==> config.mk <==
export PLATFORM = sky130hd
export DESIGN_NAME = wb_port_arbiter
export DESIGN_NICKNAME = d
export VERILOG_FILES = /design/src/rtl/wb_port_arbiter_pkg.sv /design/src/rtl/wb_pend_fifo.sv /design/src/rtl/wb_port_arbiter.sv
export SDC_FILE = /design/constraint.sdc
export NUM_CORES = 1
export LEC_CHECK = 0
export ABC_CLOCK_PERIOD_IN_PS = 6100
export CAP_MARGIN = 20
export CORE_MARGIN = 3
export CORE_UTILIZATION = 25
export DETAILED_ROUTE_END_ITERATION = 8
export HOLD_SLACK_MARGIN = 0.12
export PLACE_DENSITY_LB_ADDON = 0.1
export SLEW_MARGIN = 20
export SYNTH_ARGS = -nofsm -noshare
export SYNTH_HDL_FRONTEND = slang
export SYNTH_HIERARCHICAL = 1
export SYNTH_SLANG_ARGS = --single-unit
==> constraint.sdc <==
create_clock -name clk -period 6.1 [get_ports clk]
set_input_delay 0.61 -clock clk [delete_from_list [all_inputs] [get_ports clk]]
set_output_delay 0.61 -clock clk [all_outputs]
set_load 0.01 [all_outputs]
==> src/rtl/wb_port_arbiter_pkg.sv <==
`default_nettype none
// ============================================================================
// Module      : wb_port_arbiter_pkg
// Description : Shared write-back constants, entry type and the
//               decode-field match helper used by the port arbiter.
// Revision    : 1.0 - initial release
// ============================================================================
package wb_port_arbiter_pkg;

    localparam int FIFO_DEPTH = 2;
    localparam int REG_AW     = 5;
    localparam int DATA_W     = 32;
    localparam int CNT_W      = 2;
    localparam int AGE_W      = 3;

    typedef logic [REG_AW-1:0] reg_addr_t;
    typedef logic [DATA_W-1:0] reg_data_t;

    typedef struct packed {
        reg_addr_t rd;
        reg_data_t data;
    } pend_entry_t;

    // True when a queued destination collides with any nonzero decode field.
    function automatic logic rd_hits(input reg_addr_t entry_rd,
                                     input reg_addr_t rs1,
                                     input reg_addr_t rs2,
                                     input reg_addr_t rd);
        rd_hits = ((rs1 != '0) && (rs1 == entry_rd)) ||
                  ((rs2 != '0) && (rs2 == entry_rd)) ||
                  ((rd  != '0) && (rd  == entry_rd));
    endfunction

endpackage
`default_nettype wire

==> src/rtl/wb_pend_fifo.sv <==
`default_nettype none
// ============================================================================
// Module      : wb_pend_fifo
// Description : Two-entry in-order queue of pending multi-cycle results.
//               Slot 0 is always the head; a pop shifts slot 1 forward and
//               a push lands in the first free slot after that shift.
//               Also reports whether a decode field hits a queued rd.
// Revision    : 1.0 - initial release
// ============================================================================
module wb_pend_fifo
    import wb_port_arbiter_pkg::*;
(
    input  logic             clk,
    input  logic             reset,
    input  logic             i_push,
    input  pend_entry_t      i_push_entry,
    input  logic             i_pop,
    input  reg_addr_t        i_rs1,
    input  reg_addr_t        i_rs2,
    input  reg_addr_t        i_rd,
    output pend_entry_t      o_head,
    output logic             o_head_valid,
    output logic [CNT_W-1:0] o_count,
    output logic             o_match
);

    logic [FIFO_DEPTH-1:0] r_valid;
    pend_entry_t           r_slot0;
    pend_entry_t           r_slot1;

    logic [FIFO_DEPTH-1:0] w_valid_nxt;
    pend_entry_t           w_slot0_nxt;
    pend_entry_t           w_slot1_nxt;

    // Next-state: apply the pop shift first, then place a push in the first free slot.
    always_comb begin
        w_valid_nxt = r_valid;
        w_slot0_nxt = r_slot0;
        w_slot1_nxt = r_slot1;
        if (i_pop) begin
            w_valid_nxt = {1'b0, r_valid[1]};
            w_slot0_nxt = r_slot1;
        end
        if (i_push) begin
            if (!w_valid_nxt[0]) begin
                w_valid_nxt[0] = 1'b1;
                w_slot0_nxt    = i_push_entry;
            end else begin
                w_valid_nxt[1] = 1'b1;
                w_slot1_nxt    = i_push_entry;
            end
        end
    end

    // Occupancy bits are the only reset state; stale payload is masked by them.
    always_ff @(posedge clk or negedge reset) begin
        if (!reset) begin
            r_valid <= '0;
        end else begin
            r_valid <= w_valid_nxt;
        end
    end

    // Payload storage, intentionally without reset.
    always_ff @(posedge clk) begin
        r_slot0 <= w_slot0_nxt;
        r_slot1 <= w_slot1_nxt;
    end

    assign o_head       = r_slot0;
    assign o_head_valid = r_valid[0];
    assign o_count      = CNT_W'(r_valid[0]) + CNT_W'(r_valid[1]);
    assign o_match      = (r_valid[0] && rd_hits(r_slot0.rd, i_rs1, i_rs2, i_rd)) ||
                          (r_valid[1] && rd_hits(r_slot1.rd, i_rs1, i_rs2, i_rd));

endmodule
`default_nettype wire

==> src/rtl/wb_port_arbiter.sv <==
`default_nettype none
// ============================================================================
// Module      : wb_port_arbiter
// Description : Shares the single register-file write port between the
//               pipeline WB stage (always wins) and a multi-cycle unit whose
//               results are bypassed or parked in a 2-entry queue. A head
//               that waits too long requests a WB bubble from the hazard unit.
// Revision    : 1.0 - initial release
// ============================================================================
module wb_port_arbiter
    import wb_port_arbiter_pkg::*;
#(
    parameter int AGE_MAX = 4
) (
    input  logic              clk,
    input  logic              reset,
    input  logic              RegWriteW,
    input  logic [REG_AW-1:0] RdW,
    input  logic [DATA_W-1:0] ResultW,
    input  logic              MdValid,
    input  logic [REG_AW-1:0] MdRd,
    input  logic [DATA_W-1:0] MdResult,
    output logic              MdReady,
    input  logic [REG_AW-1:0] Rs1D,
    input  logic [REG_AW-1:0] Rs2D,
    input  logic [REG_AW-1:0] RdD,
    output logic              PendHazardD,
    output logic              RfWE,
    output logic [REG_AW-1:0] RfA3,
    output logic [DATA_W-1:0] RfWD,
    output logic              ForceBubble,
    output logic [CNT_W-1:0]  PendCount
);

    localparam logic [AGE_W-1:0] AGE_LIMIT = AGE_W'(AGE_MAX);
    localparam logic [AGE_W-1:0] AGE_SAT   = '1;
    localparam logic [CNT_W-1:0] CNT_FULL  = CNT_W'(FIFO_DEPTH);

    logic             w_pipe_own;
    logic             w_head_valid;
    logic             w_pop;
    logic             w_bypass;
    logic             w_accept;
    logic             w_push;
    logic [CNT_W-1:0] w_count;
    pend_entry_t      w_head;
    pend_entry_t      w_push_entry;
    logic [AGE_W-1:0] r_age;

    // Writes to x0 never claim the port, so they leave room for the Md side.
    assign w_pipe_own   = RegWriteW && (RdW != '0);
    assign w_pop        = !w_pipe_own && w_head_valid;
    assign w_bypass     = !w_pipe_own && !w_head_valid && MdValid && (MdRd != '0);
    // A pop frees a slot this same edge, so a full queue can still accept.
    assign MdReady      = (w_count < CNT_FULL) || w_pop;
    assign w_accept     = MdValid && MdReady;
    assign w_push       = w_accept && (MdRd != '0) && !w_bypass;
    assign w_push_entry = '{rd: MdRd, data: MdResult};

    wb_pend_fifo u_fifo (
        .clk          (clk),
        .reset        (reset),
        .i_push       (w_push),
        .i_push_entry (w_push_entry),
        .i_pop        (w_pop),
        .i_rs1        (Rs1D),
        .i_rs2        (Rs2D),
        .i_rd         (RdD),
        .o_head       (w_head),
        .o_head_valid (w_head_valid),
        .o_count      (w_count),
        .o_match      (PendHazardD)
    );

    // Write-port mux: pipeline, then queued head, then bypass, else idle zeros.
    always_comb begin
        RfWE = 1'b0;
        RfA3 = '0;
        RfWD = '0;
        if (w_pipe_own) begin
            RfWE = 1'b1;
            RfA3 = RdW;
            RfWD = ResultW;
        end else if (w_head_valid) begin
            RfWE = 1'b1;
            RfA3 = w_head.rd;
            RfWD = w_head.data;
        end else if (w_bypass) begin
            RfWE = 1'b1;
            RfA3 = MdRd;
            RfWD = MdResult;
        end
    end

    // Head age: counts cycles the head is blocked, saturating, cleared on pop or empty.
    always_ff @(posedge clk or negedge reset) begin
        if (!reset) begin
            r_age <= '0;
        end else if (w_pop || !w_head_valid) begin
            r_age <= '0;
        end else if (r_age != AGE_SAT) begin
            r_age <= r_age + AGE_W'(1);
        end
    end

    assign PendCount   = w_count;
    assign ForceBubble = (w_count == CNT_FULL) && (r_age >= AGE_LIMIT);

endmodule
`default_nettype wire
== After elaboration in Yosys (flattened, before gate mapping) ==
Cells that the tools add are included.
Storage, ports and cells
  flip-flop bits (word level): 79
  input bits: 93
  output and inout port bits: 43
  word-level logic and storage cells: 69
Cells by class
  add/sub/neg operators: 2
  magnitude comparators: 2
  eq/ne operators: 8
  muxes and demuxes: 17
  reductions and logical operators: 34
Operator list (count)
  $mux 37: 3
  $mux 32: 3
  $eq 5x5->1: 6
  $reduce_bool 5->1: 5
  $logic_and 1x1->1: 17
  $mux 5: 3
  $logic_or 1x1->1: 7
  $mux 3: 2
  $mux 1: 4
  $mux 2: 2
  $add 3x1->3 const B: 1
  $ge 3x3->1 const B: 1
  $logic_not 1->1: 3
  $ne 3x3->1 const B: 1
  $add 1x1->2: 1
  $eq 2x2->1 const B: 1
  $lt 2x2->1 const B: 1
  $reduce_and 2->1: 1
  $reduce_bool 2->1: 1

== Longest topological paths before layout ==
  depth after elaboration: 9
  gate-level depth with buffers: 11
  depth with buffers taken out: 7

== Modules after synthesis ==
The synthesis kept the hierarchy.
By module, submodules not included
  wb_pend_fifo: instances 1, cells each 258, area an instance 3094.2 um2, seq. area each 1901.8 um2
  wb_port_arbiter: instances 1, cells each 199, area an instance 1358.8 um2, seq. area each 75.1 um2

== Worst setup path before layout ==
No wires, ideal clock.
  kind: input-to-reg
  from: in RegWriteW
  to: reg u_fifo/r_slot1[0] (netlist bit), enable pin
  setup time: 0.437 ns
  arrival time: 3.338 ns
  data required time: 5.663 ns
  slack: 2.324 ns
  stages: 7
  buffers on the path: 3
  path through: buf_2 inv_1 a21o_1 buf_2 buf_2 a211oi_1 nor2b_1
Between the ends
  longest elaborated chain between the ends: 8
  elaborated cells on any way between the ends: 13
  those cells by class: mux (1); reduce/logical (12)
RTL lines
  from (decl): RTL line wb_port_arbiter.sv:17  | input logic RegWriteW,
  $logic_and 1x1->1 (*): RTL line wb_port_arbiter.sv:51  | assign w_pipe_own = RegWriteW && (RdW != '0);
  $logic_not 1->1 (*): RTL line wb_port_arbiter.sv:52, wb_port_arbiter.sv:53
  $logic_and 1x1->1, on equally long branches: RTL line wb_port_arbiter.sv:52, wb_port_arbiter.sv:53
  $logic_or 1x1->1 / $logic_and 1x1->1 (equally long branches): RTL line wb_port_arbiter.sv:55, wb_port_arbiter.sv:53
  $logic_and 1x1->1, on equally long branches: RTL line wb_port_arbiter.sv:56, wb_port_arbiter.sv:53
  $logic_and 1x1->1 / $logic_not 1->1 (equally long branches): RTL line wb_port_arbiter.sv:57  | assign w_push = w_accept && (MdRd != '0) && !w_bypass;
  $logic_and 1x1->1 (*): RTL line wb_port_arbiter.sv:57
  via w_push: RTL line wb_port_arbiter.sv:44  | logic w_push;
  $reduce_and 2->1 (no line) (*)
  to (signal assigned): RTL line wb_pend_fifo.sv:67  | r_slot1 <= w_slot1_nxt;
  to (decl): RTL line wb_pend_fifo.sv:29  | pend_entry_t r_slot1;
Mark *: on every way through the listed nets, which the timed path passes. The rest lies on a longest branch.
A chain may end at the register's enable or synchronous reset.

== Worst setup path in the final report ==
  from: reg u_fifo.r_valid[0]
  to: out RfWD[31]
Between the ends
  longest elaborated chain between the ends: 7
RTL lines
  from (decl): RTL line wb_pend_fifo.sv:27  | logic [FIFO_DEPTH-1:0] r_valid;
  from (signal assigned): RTL line wb_pend_fifo.sv:60  | r_valid <= w_valid_nxt;
  $logic_not 1->1: RTL line wb_port_arbiter.sv:53  | assign w_bypass = !w_pipe_own && !w_head_valid && MdValid && (MdRd != '0);
  $logic_and 1x1->1 (3 in series): RTL line wb_port_arbiter.sv:53
  $mux 32: RTL line wb_port_arbiter.sv:88  | end else if (w_bypass) begin
  $mux 32 (*): RTL line wb_port_arbiter.sv:84  | end else if (w_head_valid) begin
  $mux 32 (*): RTL line wb_port_arbiter.sv:80  | if (w_pipe_own) begin
  to (decl): RTL line wb_port_arbiter.sv:30  | output logic [DATA_W-1:0] RfWD,
Mark *: on every way between the ends. The rest lies on a longest branch, timed or not.

==> results.toml <==
[critical_path]
crit_path_max_fanout = 42
crit_type = "flop to output pin"
critPathBufInv = 1
max_stage_delay_ns = 0.91
critPathSlowestCell = "nor2b_4"
start_kind = "flop"
path_cells = "nor2b_4, o211a_1, o22a_1, clkdlybuf4s50_1"
cp_top_family = "simple AND/OR/NAND/NOR gates"
cp.required_ns = 5.49
crit_arrival_ns = 3.00
endpoint_kind = "output pin"

[hold_path]
hp-class = "input pin to asynchronous set/reset pin"

[sta]
period_needed_ns = 3.61
tns_ns = 0
finalHoldViolCount = 0
max_freq_mhz = 277
setup_violations = 0
rsz0062_at_grt = "no"
tightestPinTransition_ns = 0.979
drv_slew = 0
relSlewSlack = 0.346
clock_skew_ns = 0.00829
fin_crit_sh = 0.592

[placement]
portBuffers = 135
hpwl_mm = 9.32
dp_cells = 783
place_congestion = 0.835

[detailed_routing]
routed_via_density = 4.88
drt_pass1_iterations = 5
met1_length_mm = 7.04
met3_length_um = 778
met2_length_mm = 6.15
vias = 3902
wirelength_mm = 14.2
drtAntennaViolNets = 0
drc = 0
drt_iter0_markers = 336
routedWlPerCell_um = 17.7
highest_layer = "met4"

[cts]
cts_made_buffers = 9
cts-root-buf = "clkbuf_16"
cts.path.max_buffers = 2
insertion_delay_ns = 0.33
post-cts-setup-buffers = 0
cts-resized-gates = 0
clock-sinks = 79
htreeDepth = 3
clk_pin_slew_ns = 0.06
cts_hold_buf = 0
cts_tree = "done"

[layout]
drive_above_1_share = 0.0488
diodes = 0
layout_common_cells = "clkdlybuf4s50_1 (134), nor2_1 (40), mux2i_1 (40), nand2_1 (39), a21oi_1 (39)"
fin_nets = 665
syn_to_final_growth_pct = 40.6
final_cells = 799
final_common_cell = "clkdlybuf4s50_1"

[floorplanning]
num_rows = 48
core_sq_um = 17400
io_pins = 136
dieArea_sq_um = 19400
die_w_um = 139
start_util = 0.257
die_h_um = 139

[run_status]
status = "complete, no violations"

[pwr]
ir_worst_vdd_mv = 0.139
power.density_nw_per_um2 = 393
leakagePower_nw = 2.59

[global_route]
grt_pass1_wl_mm = 22.4
overflow = 0
grt_pass1_vias = 3953
grt_max_degree = 49
antenna_found_initial = 0
grt_usage = 0.143

[yosys]
synth-edff-count = 37
yosys_warnings = 6
synth_area_sq_um = 4450
async_flop_share = 0.0633
syn_avg_cell_area_sq_um = 9.74
ys_types = 35
syn-num-nets = 553
yosysSeqAreaShare = 0.444
synthCells = 457
ys_seq_elements = 79
synth_flop_cell = "edfxtp_1"

[run]
cap_viol_max_count = 0
## cells by family after synthesis
family | share of synthesized area
xor gates and xnor gates | 0.0610
buffers and inverters | 0.0509
muxes | 0.0899
DFF | 0.444
and+or+nand+nor | 0.139
adders and majority gates | 0.00843
AOI/OAI and AO/OA | 0.207
## Yosys cell counts, types with 8 or more instances
| master | number | area [sq um] |
|---|---|---|
| xnor2_1 | 18 | 158 |
| mux2i_1 | 40 | 400 |
| o22a_1 | 31 | 272 |
| o211a_1 | 31 | 310 |
| clkbuf_1 | 17 | 63.8 |
| nand3_1 | 38 | 190 |
| buf_2 | 16 | 80.1 |
| nor2_1 | 41 | 154 |
| a21oi_1 | 39 | 195 |
| dfxtp_1 | 37 | 741 |
| nand2_1 | 40 | 150 |
| o21ai_0 | 8 | 40.0 |
| edfxtp_1 | 37 | 1110 |
| xor2_1 | 13 | 114 |
## cell type report
| cell class | instances | area [sq um] |
|---|---|---|
| clock buffer | 11 | 233 |
| clock inverter | 5 | 72.6 |
| fill | 1726 | 11100 |
| inverter | 3 | 11.3 |
| multi-input combinational | 335 | 2290 |
| sequential | 79 | 1980 |
| tap | 225 | 282 |
| timing repair buffer | 141 | 1390 |
## flip-flops by register name (all words and copies together) (netlist names)
signal	flops
u_fifo/r_valid	2
r_age	3
u_fifo/r_slot1	37
u_fifo/o_head	37
## routing by layer
metal,vias to the layer above,global-route usage
li1,1917,-
met1,1833,0.208
met2,140,0.216
met3,12,0.0313
met4,0,0.0350
met5,-,0
## power by group
| group | switching, mW | total [mW] | leakage (nW) | internal, mW |
|---|---|---|---|---|
| Clock | 0.202 | 0.557 | 0.149 | 0.355 |
| Combinational | 0.466 | 0.960 | 1.72 | 0.494 |
| Sequential | 0.167 | 0.945 | 0.720 | 0.778 |
## final timing paths
| check | slack, ns | startpoint | endpoint | cells past startpoint |
|---|---|---|---|---|
| max in group asynchronous | 5.33 | reset | u_fifo/r_valid[0] | 1 |
| worst max-delay path | 2.49 | u_fifo/r_valid[0] | RfWD[31] | 4 |
| min in group clk | 0.54 | u_fifo/o_head[25] | u_fifo/o_head[25] | 2 |
| worst min-delay path | 0.53 | reset | u_fifo/r_valid[1] | 1 |
| worst max register to register | 2.89 | u_fifo/r_valid[0] | u_fifo/o_head[32] | 7 |
| worst min register to register | 0.54 | u_fifo/o_head[25] | u_fifo/o_head[25] | 2 |
## through the flow
step	instance area, sq um	total power, mW	util	setup slack [ns]	hold slack [ns]
2_1_floorplan	4450	1.52	-	2.32	0.314
3_3_place_gp	5950	1.90	0.343	2.50	0.519
3_5_place_dp	5950	1.92	0.343	2.49	0.532
4_1_cts	6260	2.49	0.361	2.46	0.521
5_1_grt	6260	2.64	0.361	2.30	0.525
6_report	6260	2.46	0.361	2.49	0.525
(Power assumes the default switching activity.)
==> RTL change, RTL diff (same flow settings) <==
`REG_AW`: 5 -> 6.
--- a/src/rtl/wb_port_arbiter_pkg.sv
+++ b/src/rtl/wb_port_arbiter_pkg.sv
@@ -10,3 +10,3 @@
     localparam int FIFO_DEPTH = 2;
-    localparam int REG_AW     = 5;
+    localparam int REG_AW     = 6;
     localparam int DATA_W     = 32;
Ports: changed (6 resized); port bits go from 136 to 142. The function was not compared with the original's and may differ.
==> RTL change against the original RTL <==
  * Routed wire length down 6.6%
  * Total power is 10% higher
  * Die area down 0.37%
  * Sequential cell count rose by 2
  * Final area increased by 0.48%
  * Worst setup slack lost 650 ps
  * Critical path type is now in -> out
  * Core utilization is 0.17 points higher
  * Area after synthesis decreased by 0.39%
  * Clock skew about the same
==> RTL change: results (changes against the original RTL) <==
Critical Path Max Stage Delay: 590 ps (-320 ps)
Layout cells sized above 1: 12.9% (+8.0 points)
Area occupied by multi-input gates: 2210 µm² (-3.4%)
Post-Synth XOR/XNOR Area: 7.31% (+1.2 points)
Largest net degree at the start of global routing: 77 (+57%)
Mapped Cells: 395 (-14%)
FF-to-FF End: u_fifo/o_head[20]
Routed len/inst: 17.6 µm (-0.89%)
Synth async-reset ratio: 6.17% (-0.16 points)
Inst Count DP: 737 (-5.9%)
Port bufs: 141 (+4.4%)
Post-synth EDFFs: 38 (+2.7%)
Fillers: 1711 (-0.87%)
Lkg Pwr: 2.40 nW (-7.5%)
Sequential cell area fraction in the yosys report: 45.7% (+1.3 points)
Hold_ws: 505 ps (-20.5 ps)
Clock Power Share: 21.3% (-1.3 points)
Commonest cells post-synth: 43 x nor2_1, 40 x mux2i_1, 38 x a21oi_2, 38 x dfxtp_1, 38 x edfxtp_1
Sw Pwr: 0.000936 W (+12%)
Fraction of area in multi-input gates: 35.2% (-1.4 points)
CP delay by family, top: buffers and inverters
#MultiIn Comb: 285 (-15%)
M3 GR Usage: 3.41% (+0.29 points)
Max-slew headroom: 32.1% (-2.5 points)
Worst slack at placement: 1590 ps (-904 ps)
Non-CTS buffers: 145 (+2.8%)
Worst Clk Skew: 7.89 ps (-0.398 ps)
Sequential cell area share: 32.2% (+0.64 points)
Crit-path max FO: 40 (-4.8%)
Routed wl met2: 6140 µm (-0.23%)
Synth Area in Compound Gates: 18.4% (-2.3 points)
Worst vdd ir: 0.000171 V (+23%)
Comb power: 0.00115 W (+20%)
Uppermost layer routed: met5
Mapped Nets: 496 (-10%)
Clk tree area frac: 5.09% (+0.22 points)
Proportion of synthesized area in mux cells: 9.53% (+0.54 points)
R2r worst-path depth: 5 (-2)
GPL Wtd Cong: 0.803 (-3.8%)
Instance area at placement: 5970 µm² (+0.25%)
GR Util met2: 21.7% (+0.18 points)
Final net count: 624 (-6.2%)
TritonRoute pass-1 iters: 4 (-1)
Synth area leaders: edfxtp_1 26%, dfxtp_1 17%, mux2i_1 9.0%
Initial DRC count: 126 (-63%)
Routed WL: 13200 µm (-6.6%)
Post-synth cell types: 40 (+14%)
CP max stage cell: or4_4
Routed length on met3: 724 µm (-6.9%)
Drt via density: 4.73 (-3.1%)
Status: finished, final reports clean
Clk pwr: 0.000580 W (+4.1%)
First-pass GRT wire length: 21000 µm (-6.0%)
R2R Setup Slk: 2790 ps (-100 ps)
Initial antenna violation count: 2 (+2)
==> RTL change: changes by cell type in the layout (fill, tap and decap cells not counted), moves of 6 or more <==
cell             unedited run  this run
xor2_1                     13        25
nand4_1                     0         6
and3_1                      0        32
a221o_1                     0        32
clkdlybuf4s50_1           134       141
nand2_1                    39        10
o22a_1                     31         0
a21oi_1                    39         0
xnor2_1                    18        12
o211a_1                    31         0
nand3_1                    38         3
a21oi_2                     0        38
==> RTL change: how the worst max path moves through the flow <==
stage                 from                end  slack [ps]  cells after the start
finish              RdW[0]           RfWD[20]        1840                      7
floorplan           RdW[0]  u_fifo/r_slot1[0]        1770                      6
detailed placement  RdW[0]  u_fifo/o_head[28]        1590                      9
CTS                 RdW[0]           RfWD[20]        1790                      7
global route        RdW[0]           RfWD[20]        1670                      7
global placement    RdW[0]  u_fifo/o_head[10]        1690                      9
==> RTL change: cell families after synthesis <==
group | Yosys count
simple gates | 115
compound gates | 89
flops | 81
mux | 41
xor+xnor | 37
buf+inv | 29
fa+ha+maj | 3
